File: src/rtl/uart_pkg.sv
// Shared UART definitions: receive FSM states, bit-time counter width and the
// 100 MHz bit-time counts behind the Baud_Decode select codes.
package uart_pkg;

  localparam int CNT_W = 19;

  typedef enum logic [1:0] {
    IDLE  = 2'd0,
    START = 2'd1,
    DATA  = 2'd2,
    STOP  = 2'd3
  } rx_state_t;

  // Bit-time counts at 100 MHz, indexed by the Baud_Decode select code
  localparam logic [CNT_W-1:0] BAUD_300    = 19'd333333;
  localparam logic [CNT_W-1:0] BAUD_1200   = 19'd83333;
  localparam logic [CNT_W-1:0] BAUD_2400   = 19'd41667;
  localparam logic [CNT_W-1:0] BAUD_4800   = 19'd20833;
  localparam logic [CNT_W-1:0] BAUD_9600   = 19'd10417;
  localparam logic [CNT_W-1:0] BAUD_19200  = 19'd5208;
  localparam logic [CNT_W-1:0] BAUD_38400  = 19'd2604;
  localparam logic [CNT_W-1:0] BAUD_57600  = 19'd1736;
  localparam logic [CNT_W-1:0] BAUD_115200 = 19'd868;
  localparam logic [CNT_W-1:0] BAUD_230400 = 19'd434;
  localparam logic [CNT_W-1:0] BAUD_460800 = 19'd217;
  localparam logic [CNT_W-1:0] BAUD_921600 = 19'd109;

  function automatic logic [CNT_W-1:0] baud_select(input logic [3:0] sel);
    logic [CNT_W-1:0] cnt;
    case (sel)
      4'd0:    cnt = BAUD_300;
      4'd1:    cnt = BAUD_1200;
      4'd2:    cnt = BAUD_2400;
      4'd3:    cnt = BAUD_4800;
      4'd4:    cnt = BAUD_9600;
      4'd5:    cnt = BAUD_19200;
      4'd6:    cnt = BAUD_38400;
      4'd7:    cnt = BAUD_57600;
      4'd8:    cnt = BAUD_115200;
      4'd9:    cnt = BAUD_230400;
      4'd10:   cnt = BAUD_460800;
      4'd11:   cnt = BAUD_921600;
      default: cnt = '0;
    endcase
    return cnt;
  endfunction

  // Wire bits after the start bit, excluding stop: data (7 or 8) plus optional parity
  function automatic logic [3:0] frame_bits(input logic eight, input logic pen);
    return 4'd7 + {3'd0, eight} + {3'd0, pen};
  endfunction

endpackage

File: src/rtl/uart_bit_timer.sv
// Loadable bit-time down-counter shared by the UART engines.
// expire flags the cycle on which the count steps from 1 to 0 (or rests at 0).
module uart_bit_timer #(
  parameter int W = uart_pkg::CNT_W
) (
  input  logic         clk,
  input  logic         reset_n,
  input  logic         load,
  input  logic [W-1:0] load_val,
  output logic         expire
);
  import uart_pkg::*;

  logic [W-1:0] count;

  always_ff @(posedge clk) begin
    if (!reset_n) begin
      count <= '0;
    end else if (load) begin
      count <= load_val;
    end else if (count != '0) begin
      count <= count - 1'b1;
    end
  end

  // Firing at 1 rather than 0 makes a load of N span exactly N cycles
  assign expire = (count[W-1:1] == '0);

endmodule

File: src/rtl/uart_rx_engine.sv
// UART receive engine: synchronizes rx, samples mid-bit frames timed by a latched
// bit-time count, and presents the byte with ready, parity, framing and overrun flags.
//
// state | meaning
// IDLE  | waiting for a low rx with a nonzero baud_count
// START | half a bit time in; confirm the start bit is still low
// DATA  | sampling data and parity bits every bit time
// STOP  | sample the stop bit, then load outputs on the following cycle
module uart_rx_engine #(
  parameter int SYNC_STAGES = 2,
  parameter int CNT_W       = uart_pkg::CNT_W
) (
  input  logic             clk,
  input  logic             reset_n,
  input  logic             rx,
  input  logic [CNT_W-1:0] baud_count,
  input  logic             eight,
  input  logic             pen,
  input  logic             ohel,
  input  logic             rx_read,
  output logic [7:0]       rx_data,
  output logic             rxrdy,
  output logic             perr,
  output logic             ferr,
  output logic             ovf
);
  import uart_pkg::*;

  logic [SYNC_STAGES-1:0] sync;
  logic                   rx_s;

  rx_state_t              state;
  rx_state_t              state_nxt;

  logic [CNT_W-1:0]       bt;
  logic                   eight_l;
  logic                   pen_l;
  logic                   ohel_l;
  logic [3:0]             n_bits;
  logic [3:0]             bit_cnt;
  logic [9:0]             shreg;
  logic                   stop_bit;
  logic                   stop_done;

  logic                   tmr_load;
  logic [CNT_W-1:0]       tmr_val;
  logic                   tmr_expire;

  logic                   start_en;
  logic                   shift_en;
  logic                   stop_en;
  logic                   frame_load;

  logic [8:0]             aligned;
  logic [7:0]             data_w;
  logic                   par_w;

  always_ff @(posedge clk) begin
    if (!reset_n) begin
      sync <= '1;
    end else begin
      sync <= {sync[SYNC_STAGES-2:0], rx};
    end
  end

  assign rx_s = sync[SYNC_STAGES-1];

  uart_bit_timer #(
    .W (CNT_W)
  ) u_timer (
    .clk      (clk),
    .reset_n  (reset_n),
    .load     (tmr_load),
    .load_val (tmr_val),
    .expire   (tmr_expire)
  );

  assign n_bits = frame_bits(eight_l, pen_l);

  always_ff @(posedge clk) begin
    if (!reset_n) begin
      state <= IDLE;
    end else begin
      state <= state_nxt;
    end
  end

  always_comb begin
    state_nxt = state;
    unique case (state)
      IDLE: begin
        if (!rx_s && baud_count != '0) state_nxt = START;
      end
      START: begin
        if (tmr_expire) state_nxt = rx_s ? IDLE : DATA;
      end
      DATA: begin
        if (tmr_expire && bit_cnt == n_bits - 4'd1) state_nxt = STOP;
      end
      STOP: begin
        if (stop_done) state_nxt = IDLE;
      end
      default: state_nxt = IDLE;
    endcase
  end

  always_comb begin
    tmr_load   = 1'b0;
    tmr_val    = '0;
    start_en   = 1'b0;
    shift_en   = 1'b0;
    stop_en    = 1'b0;
    frame_load = 1'b0;
    unique case (state)
      IDLE: begin
        if (!rx_s && baud_count != '0) begin
          start_en = 1'b1;
          tmr_load = 1'b1;
          tmr_val  = baud_count >> 1;
        end
      end
      START: begin
        if (tmr_expire && !rx_s) begin
          tmr_load = 1'b1;
          tmr_val  = bt;
        end
      end
      DATA: begin
        if (tmr_expire) begin
          shift_en = 1'b1;
          tmr_load = 1'b1;
          tmr_val  = bt;
        end
      end
      STOP: begin
        if (stop_done) begin
          frame_load = 1'b1;
        end else if (tmr_expire) begin
          stop_en = 1'b1;
        end
      end
      default: begin
        tmr_load = 1'b0;
      end
    endcase
  end

  always_ff @(posedge clk) begin
    if (!reset_n) begin
      bt        <= '0;
      eight_l   <= 1'b0;
      pen_l     <= 1'b0;
      ohel_l    <= 1'b0;
      bit_cnt   <= '0;
      shreg     <= '0;
      stop_bit  <= 1'b0;
      stop_done <= 1'b0;
    end else begin
      if (start_en) begin
        bt      <= baud_count;
        eight_l <= eight;
        pen_l   <= pen;
        ohel_l  <= ohel;
        bit_cnt <= '0;
      end
      if (shift_en) begin
        shreg   <= {rx_s, shreg[9:1]};
        bit_cnt <= bit_cnt + 4'd1;
      end
      if (stop_en) begin
        stop_bit  <= rx_s;
        stop_done <= 1'b1;
      end
      if (frame_load) begin
        stop_done <= 1'b0;
      end
    end
  end

  // Bits enter at the MSB, so a short frame sits high in the register
  assign aligned = 9'(shreg >> (4'd10 - n_bits));
  assign data_w  = eight_l ? aligned[7:0] : {1'b0, aligned[6:0]};
  assign par_w   = eight_l ? aligned[8] : aligned[7];

  always_ff @(posedge clk) begin
    if (!reset_n) begin
      rx_data <= '0;
      rxrdy   <= 1'b0;
      perr    <= 1'b0;
      ferr    <= 1'b0;
      ovf     <= 1'b0;
    end else if (frame_load) begin
      rx_data <= data_w;
      perr    <= pen_l & (^data_w ^ par_w ^ ohel_l);
      ferr    <= ~stop_bit;
      ovf     <= rxrdy;
      rxrdy   <= 1'b1;
    end else if (rx_read) begin
      rxrdy <= 1'b0;
      ovf   <= 1'b0;
    end
  end

endmodule

File: config.mk
export PLATFORM = sky130hd
export DESIGN_NAME = uart_rx_engine
export DESIGN_NICKNAME = d
export VERILOG_FILES = /design/src/rtl/uart_pkg.sv /design/src/rtl/uart_bit_timer.sv /design/src/rtl/uart_rx_engine.sv
export SDC_FILE = /design/constraint.sdc
export NUM_CORES = 1
export LEC_CHECK = 0
export BUFFER_PORTS_ARGS = -buffer_cell sky130_fd_sc_hd__buf_2
export CAP_MARGIN = 20
export CORE_MARGIN = 4
export CORE_UTILIZATION = 59
export DETAILED_ROUTE_END_ITERATION = 16
export GPL_TIMING_DRIVEN = 1
export PLACE_DENSITY = 0.76
export SLEW_MARGIN = 20
export SYNTH_ARGS = -nofsm -noshare
export SYNTH_HDL_FRONTEND = slang
export SYNTH_HIERARCHICAL = 1
export SYNTH_SLANG_ARGS = --single-unit
File: constraint.sdc
create_clock -name clk -period 4.3 [get_ports clk]
set_input_delay 0.86 -clock clk [delete_from_list [all_inputs] [get_ports clk]]
set_output_delay 0.86 -clock clk [all_outputs]
set_load 0.02 [all_outputs]
==> results of run 1 <==
==> kinds of logic after synthesis <==
kind of cell,count (synthesis),share of synthesized area (%)
adder cells (fa/ha/maj),5,1.55
flip-flops,73,36.2
AO/OA/AOI/OAI,97,17.4
XOR/XNOR,27,6.21
AND/OR/NAND/NOR,235,27.5
multiplexers,19,5.80
buffers and inverters,40,5.30
==> path summary, 6_finish.rpt <==
path,cells past startpoint,to,slack (ns),from
worst max-delay path,10,u_timer/count[16],0.65,u_timer/count[10]
worst min-delay path,1,sync[1],0.40,sync[0]
worst max register to register,10,u_timer/count[16],0.65,u_timer/count[10]
worst min register to register,1,sync[1],0.40,sync[0]
==> area by class of cell <==
class	instances	share of cell area, %
clock buffers	9	2.84
clock inverters	7	1.78
inverters	5	0.430
multi-input cells	383	54.0
flip-flops and latches	73	33.5
well taps	77	2.21
repair buffers	43	5.27
==> Yosys cell counts (all sizes together), types with 7 or more instances <==
library cell	n	area [µm²]
dfxtp	73	1460
nor4	9	71.3
nand3	13	77.6
nor2	30	115
xnor2	21	184
a21oi	16	91.3
buf	9	96.3
o21ai	12	60.1
a21boi	40	300
clkbuf	26	98.8
mux2i	14	140
nor3	7	51.3
nand2	136	510
==> metal layers <==
| layer | up-vias | GRT usage [%] | routed length [µm] |
|---|---|---|---|
| li1 | 1734 | - | - |
| met1 | 1574 | 31.8 | 4450 |
| met2 | 80 | 33.3 | 3770 |
| met3 | 10 | 3.42 | 412 |
| met4 | 0 | 7.53 | 84 |
| met5 | - | 0 | 0 |
==> power groups by stage <==
stage / registers [mW] / logic (mW) / clock network [mW]
2_1_floorplan: 0.838 / 0.582 / 0
3_3_place_gp: 0.855 / 0.650 / 0
3_5_place_dp: 0.857 / 0.663 / 0
4_1_cts: 0.841 / 0.669 / 0.552
5_1_grt: 0.856 / 0.756 / 0.588
6_report: 0.842 / 0.670 / 0.547
==> worst reg2reg max path, stage by stage (launching register included) <==
cell and delay [ns]:
dfxtp_1 0.36, or4_4 0.58, or4_4 0.48, nor3_1 0.57
nor2b_1 0.22, buf_4 0.25, or2_2 0.17, or3_1 0.14
nor3_4 0.05, nand2b_1 0.43, a211oi_1 0.31
==> state kept, by name, summed over array words and instances (netlist names), 2 cells and up, named ones only <==
name,count
bt,19
sync,2
shreg,10
u_timer/count,19
rx_data,8
bit_cnt,4
==> metrics by stage <==
step	setup WS (ns)	utilization, %	instances	area [µm²]	total power [mW]
floorplan	0.851	-	496	4030	1.42
global placement	0.529	64.1	581	4160	1.50
detailed placement	0.453	64.1	581	4160	1.52
CTS	0.659	67.2	597	4370	2.06
global route	0.425	67.2	597	4370	2.20
finish	0.647	67.2	597	4370	2.06
==> out/metrics.yaml, run 1 <==
grt_pass1_vias: 3156
timing.final.crit_period_ns: 3.65
path_max_fanout: 20
filler_cell_count: 549
worstPathBufferInverterCount: 1
synth_edf_count: 0
synth_area_mm2: 0.00403
cts_sinks: 73
multi_input_logic_area_mm2: 0.00236
sw_frac_of_total_pct: 35.0
post-route-drc-count: 0
antenna_left: 0
postSynthAreaPerCell_um2: 8.13
synth_seq_area_share_pct: 36.2
wire_length_of_the_first_global_routing_pass_um: 15000
post_cts.repair.setup_buffers: 0
power.switching_mw: 0.721
max_slew.worst_pin.slew_ns: 0.788
finalCritPeriodShare_pct: 84.9
run_status: "finished, final reports clean"
worst_ir_drop_vdd_uv: 246
total_leakage_power_nw: 1.80
num-nets-final: 546
routed-via-count: 3398
final_max_slew_viol_count: 0
asyncSetResetFlopFracSynth_pct: 0
power_frac_comb_pct: 32.5
dr.pass1.iters: 5
num_antenna_cells: 0
hold_bufs_at_cts: 0
final_common_cell: "nand2_1"
number_of_top_level_pins: 38
worstPathCellList: "or4_4 -> or4_4 -> nor3_1 -> nor2b_1 -> buf_4 -> or2_2 -> or3_1 -> nor3_4 -> nand2b_1 -> a211oi_1"
worstSetupEndpointType: "register"
grt_antenna_before_repair: 0
netlist-cell-type-count: 63
clk_latency_ns: 0.35
critical_path.slowest_cell: "or4_4"
cts_buffers: 9
cts_htree_levels: 3
fin_tns_setup_ns: 0
die_y_extent_um: 90.7
synth_ff_type: "dfxtp_1"
maximum_number_of_pins_on_one_net_before_global_route_repair: 60
starting_density_pct: 62.1
achievable-frequency_mhz: 274
gpl.final_weighted_congestion: 0.904
rsz0062_at_grt: "false"
post_route_cells_drive_above_1_share_pct: 15.2
worst-setup-path-type: "reg -> reg"
hold_viol_final: 0
core_mm2: 0.00649
floorplan.rows: 29
port_buffers: 37
clkSlewWorstSetupHoldPaths_ns: 0.09
worst_hold_path_type: "reg -> reg"
mostFrequentLayoutCells: "136 x nand2_1, 73 x dfxtp_1, 40 x a21boi_0, 37 x buf_2, 29 x nor2_1"
p_per_area_mw_per_mm2: 472
timing.slew.headroom_pct: 47.5
synth.yosys.warnings: 6
sequential_area_mm2: 0.00146
ys_seq_elements: 73
cts-root-to-sink-buffers: 2
worst_setup_path_start_kind: "register"
p_int_mw: 1.34
root_buffer: "clkbuf_8"
required_ns: 4.55
timing.critical_path.slowest_cell_delay_ns: 0.58
grt_overflow: 0
avgViaCountPerCell: 5.69
hold_slack_ns: 0.405
route.final.wire_length_um: 8710
critPathArrivalTime_ns: 3.90
fp.dieW_um: 90.7
die_area_mm2: 0.00822
critical_path.most_common_cell: "or4_4"
cap_viol_max_count: 0
setup_viol: 0
postSynthNetCount: 527
first_iter_violations: 225
area.growth.synth_to_final_pct: 8.25
p_clk_share_pct: 26.6
worst_path_dominant_cell_family: "simple AND/OR/NAND/NOR gates"
skew_ns: 0.0190
wirelength_per_cell_um: 14.6
cts-resized-gates: 0
tritoncts: "yes"
dpl.hpwl_um: 6080
grtUsageTotal_pct: 22.0
power.share.sequential_pct: 40.9
netlist_instances: 496
Note: power is estimated with default switching activity, not from simulation.
==> inputs of run 2 (changes only) <==
Settings changed: ABC_AREA from default to 1, CORE_UTILIZATION 59 to 54, PLACE_DENSITY 0.76 to 0.73.
Clock period 4.3 ns to 3.06 ns, I/O delays scaled along.
==> out/metrics.yaml, run 2 <==
placedCellCount: 759  # +31%
synth.area.top_cells: "dfxtp_1 35%, nand2_1 17%, a21oi_1 6.6%"
synth_compound_gate_area_share_pct: 17.5  # +0.14 points
num_antenna_cells: 0  # unchanged
port_buffers: 37  # unchanged
fp.dieW_um: 95.7  # +5.5%
p_per_area_mw_per_mm2: 691  # +47%
netlist-cell-type-count: 36  # -43%
synth.yosys.warnings: 6  # unchanged
r2r.worst_path.cells: 17  # +7
root_buffer: "clkbuf_8"
synth_seq_area_share_pct: 35.2  # -1.0 points
hold_viol_final: 0  # unchanged
dominant_combinational_cell_family_by_area_after_synthesis: "simple AND/OR/NAND/NOR gates"
synth.cells.most_frequent: "190 x nand2_1, 73 x dfxtp_1, 67 x nor2_1"
total_leakage_power_nw: 2.16  # +20%
post-synth-top-area-cell: "dfxtp_1"
worst-setup-path-type: "reg -> reg"
gr-usage-met1_pct: 35.4  # +3.7 points
worstHoldEndpoint: "sync[1]"
cts-root-to-sink-buffers: 2  # unchanged
cts_sinks: 73  # unchanged
grt_pass1_vias: 3643  # +15%
cts_buffers: 9  # unchanged
synth_area_mm2: 0.00415  # +2.9%
worst_ir_drop_vdd_uv: 273  # +11%
achievable-frequency_mhz: 371  # +35%
die_y_extent_um: 95.7  # +5.5%
proportion_of_synthesized_area_in_mux_cells_pct: 0  # -5.8 points
postSynthAreaPerCell_um2: 6.48  # -20%
area.growth.synth_to_final_pct: 10.7
grtUsageTotal_pct: 23.2  # +1.2 points
min-delay-start: "sync[0]"
floorplan.rows: 31  # +6.9%
dr.pass1.iters: 5  # unchanged
starting_density_pct: 56.3  # -5.8 points
grt_use_met3_pct: 3.00  # -0.42 points
required_ns: 3.25  # -1.30 ns
final_common_cell: "nand2_1"
synth-xor-area-share_pct: 0.844  # -5.4 points
gr-max-usage-layer: "met1"
number_of_top_level_pins: 38  # unchanged
setup_viol: 0  # unchanged
grt_antenna_before_repair: 0  # unchanged
antenna_left: 0  # unchanged
synth_simple_gate_area_share_pct: 37.3  # +9.7 points
timing.final.crit_period_ns: 2.70  # -0.956 ns
maximum_number_of_pins_on_one_net_before_global_route_repair: 43  # -28%
path_max_fanout: 14  # -30%
wire_length_of_the_first_global_routing_pass_um: 16900  # +13%
clk_latency_ns: 0.35  # about the same
skew_ns: 0.0158  # -0.00321 ns
timing.slew.headroom_pct: 45.1  # -2.4 points
synth_edf_count: 0  # unchanged
final_max_slew_viol_count: 0  # unchanged
synth_ff_type: "dfxtp_1"
grt_overflow: 0  # unchanged
fin_cells: 775  # +30%
hold_bufs_at_cts: 0  # unchanged
synthMostInstantiatedCell: "nand2_1"
worst_setup_path_start_kind: "register"
post-route-drc-count: 0  # unchanged
run_status: "finished, final reports clean"
num-nets-final: 702  # +29%
clkSlewWorstSetupHoldPaths_ns: 0.07  # -0.02 ns
worstSetupEndpointType: "register"
r2r-end: "perr"
die_area_mm2: 0.00915  # +11%
netlist_instances: 640  # +29%
mostFrequentLayoutCells: "189 x nand2_1, 73 x dfxtp_1, 66 x nor2_1, 55 x a21oi_1, 48 x o21ai_0"
tritoncts: "yes"
r2r_setup_slack_ns: 0.36  # -0.28 ns
r2r-start: "eight_l"
rsz0062_at_grt: "false"
cap_viol_max_count: 0  # unchanged
fin_tns_setup_ns: 0  # unchanged
gr-usage-met2_pct: 33.2  # -0.055 points
finalCritPeriodShare_pct: 88.1  # +3.2 points
wirelength_per_cell_um: 13.2  # -9.8%
route.final.wire_length_um: 10200  # +17%
gpl.final_weighted_congestion: 0.865  # -4.3%
core_mm2: 0.00737  # +13%
avgViaCountPerCell: 5.39  # -5.2%
cts_htree_levels: 3  # unchanged
routed-via-count: 4181  # +23%
netlist.area_leader.share_pct: 35.2  # -1.0 points
worst_hold_path_type: "reg -> reg"
postSynthNetCount: 671  # +27%
dpl.hpwl_um: 7510  # +23%
asyncSetResetFlopFracSynth_pct: 0  # unchanged
first_iter_violations: 298  # +32%
hold_path_depth: 1  # unchanged
max_slew.worst_pin.slew_ns: 0.822  # +0.0346 ns
registers_with_the_highest_flip_flop_counts: "bt: 19 flops, u_timer/count: 19 flops, shreg: 10 flops"
post_route_cells_drive_above_1_share_pct: 15.7  # +0.49 points
ys_seq_elements: 73  # unchanged
synth-adder-area-share_pct: 1.51  # -0.044 points
critPathArrivalTime_ns: 2.89  # -1.01 ns
## run 2: cell count changes in the layout (fill, tap and decap cells not counted), moves of 8 or more
cell	before	now
nand3_1	12	47
o21ai_0	10	48
xnor2_1	21	2
o211ai_2	0	8
a21boi_0	40	0
a21oi_1	15	55
nand2_1	136	189
nand2_2	0	11
mux2i_1	14	0
nor2_1	29	66
inv_1	4	46
## run 2: critical path, cell delays in order, from the launching register on
cell and delay (ns):
dfxtp_1 0.41, inv_1 0.11, ha_1 0.64, inv_2 0.18
nand2_1 0.14, nand3_1 0.11, nand2_1 0.14, nand2_1 0.06
nand2_1 0.11, nand2_1 0.06, nand2_1 0.09, nand2_1 0.06
nand2_1 0.11, nand3_1 0.08, nand3_1 0.07, nand2_1 0.05
nand2_1 0.06, a21oi_1 0.05
## run 2: worst max-delay path by stage
stage,from,to,depth (start not counted)
6_report,eight_l,perr,17
5_1_grt,eight_l,perr,17
4_1_cts,u_timer/count[9],u_timer/count[8],14
3_5_place_dp,u_timer/count[9],u_timer/count[8],14
3_3_place_gp,u_timer/count[9],u_timer/count[10],14
2_1_floorplan,u_timer/count[7],u_timer/count[17],15
## run 2: layer usage
layer / up-vias / share of wire, %
met3: 8 / 6.6
met5: - / 0
li1: 2152 / -
met4: 0 / 1.1
met1: 1888 / 50
met2: 133 / 42
## run 2: repair_timing
item,in CTS,in global routing
setup buffers,0,0
setup endpoints to repair,0,20
gates resized for setup,0,3
## run 2: logic make-up after synthesis
group,count (synthesis)
AOI/OAI and AO/OA,127
xor gates and xnor gates,4
buffers and inverters,78
and+or+nand+nor,353
DFF,73
adders and majority gates,5
## run 2: area by class of cell
cell class | count | area, µm²
fill | 736 | 2770
multi-input combinational | 489 | 2380
sequential | 73 | 1460
timing repair buffer | 46 | 253
inverter | 52 | 195
clock buffer | 10 | 138
tap | 99 | 124
clock inverter | 6 | 43.8
## run 2: per-stage QoR
step                setup slack [ns]  hold WS [ns]  power [mW]  instance area [µm²]  utilization, %
finish                         0.363         0.415        3.18                 4600            62.4
global route                  0.0157         0.427        3.41                 4600            62.4
CTS                            0.167         0.416        3.16                 4590            62.2
detailed placement             0.195         0.400        2.47                 4400            59.8
global placement               0.299         0.403        2.43                 4400            59.8
floorplan                      0.385         0.393        2.19                 4150               -
## run 2: where the power goes
part / total, mW / switching [mW] / internal, mW / leakage (nW)
clock: 0.702 / 0.386 / 0.316 / 0.0805
sequential: 1.19 / 0.117 / 1.07 / 0.594
combinational: 1.29 / 0.842 / 0.447 / 1.49
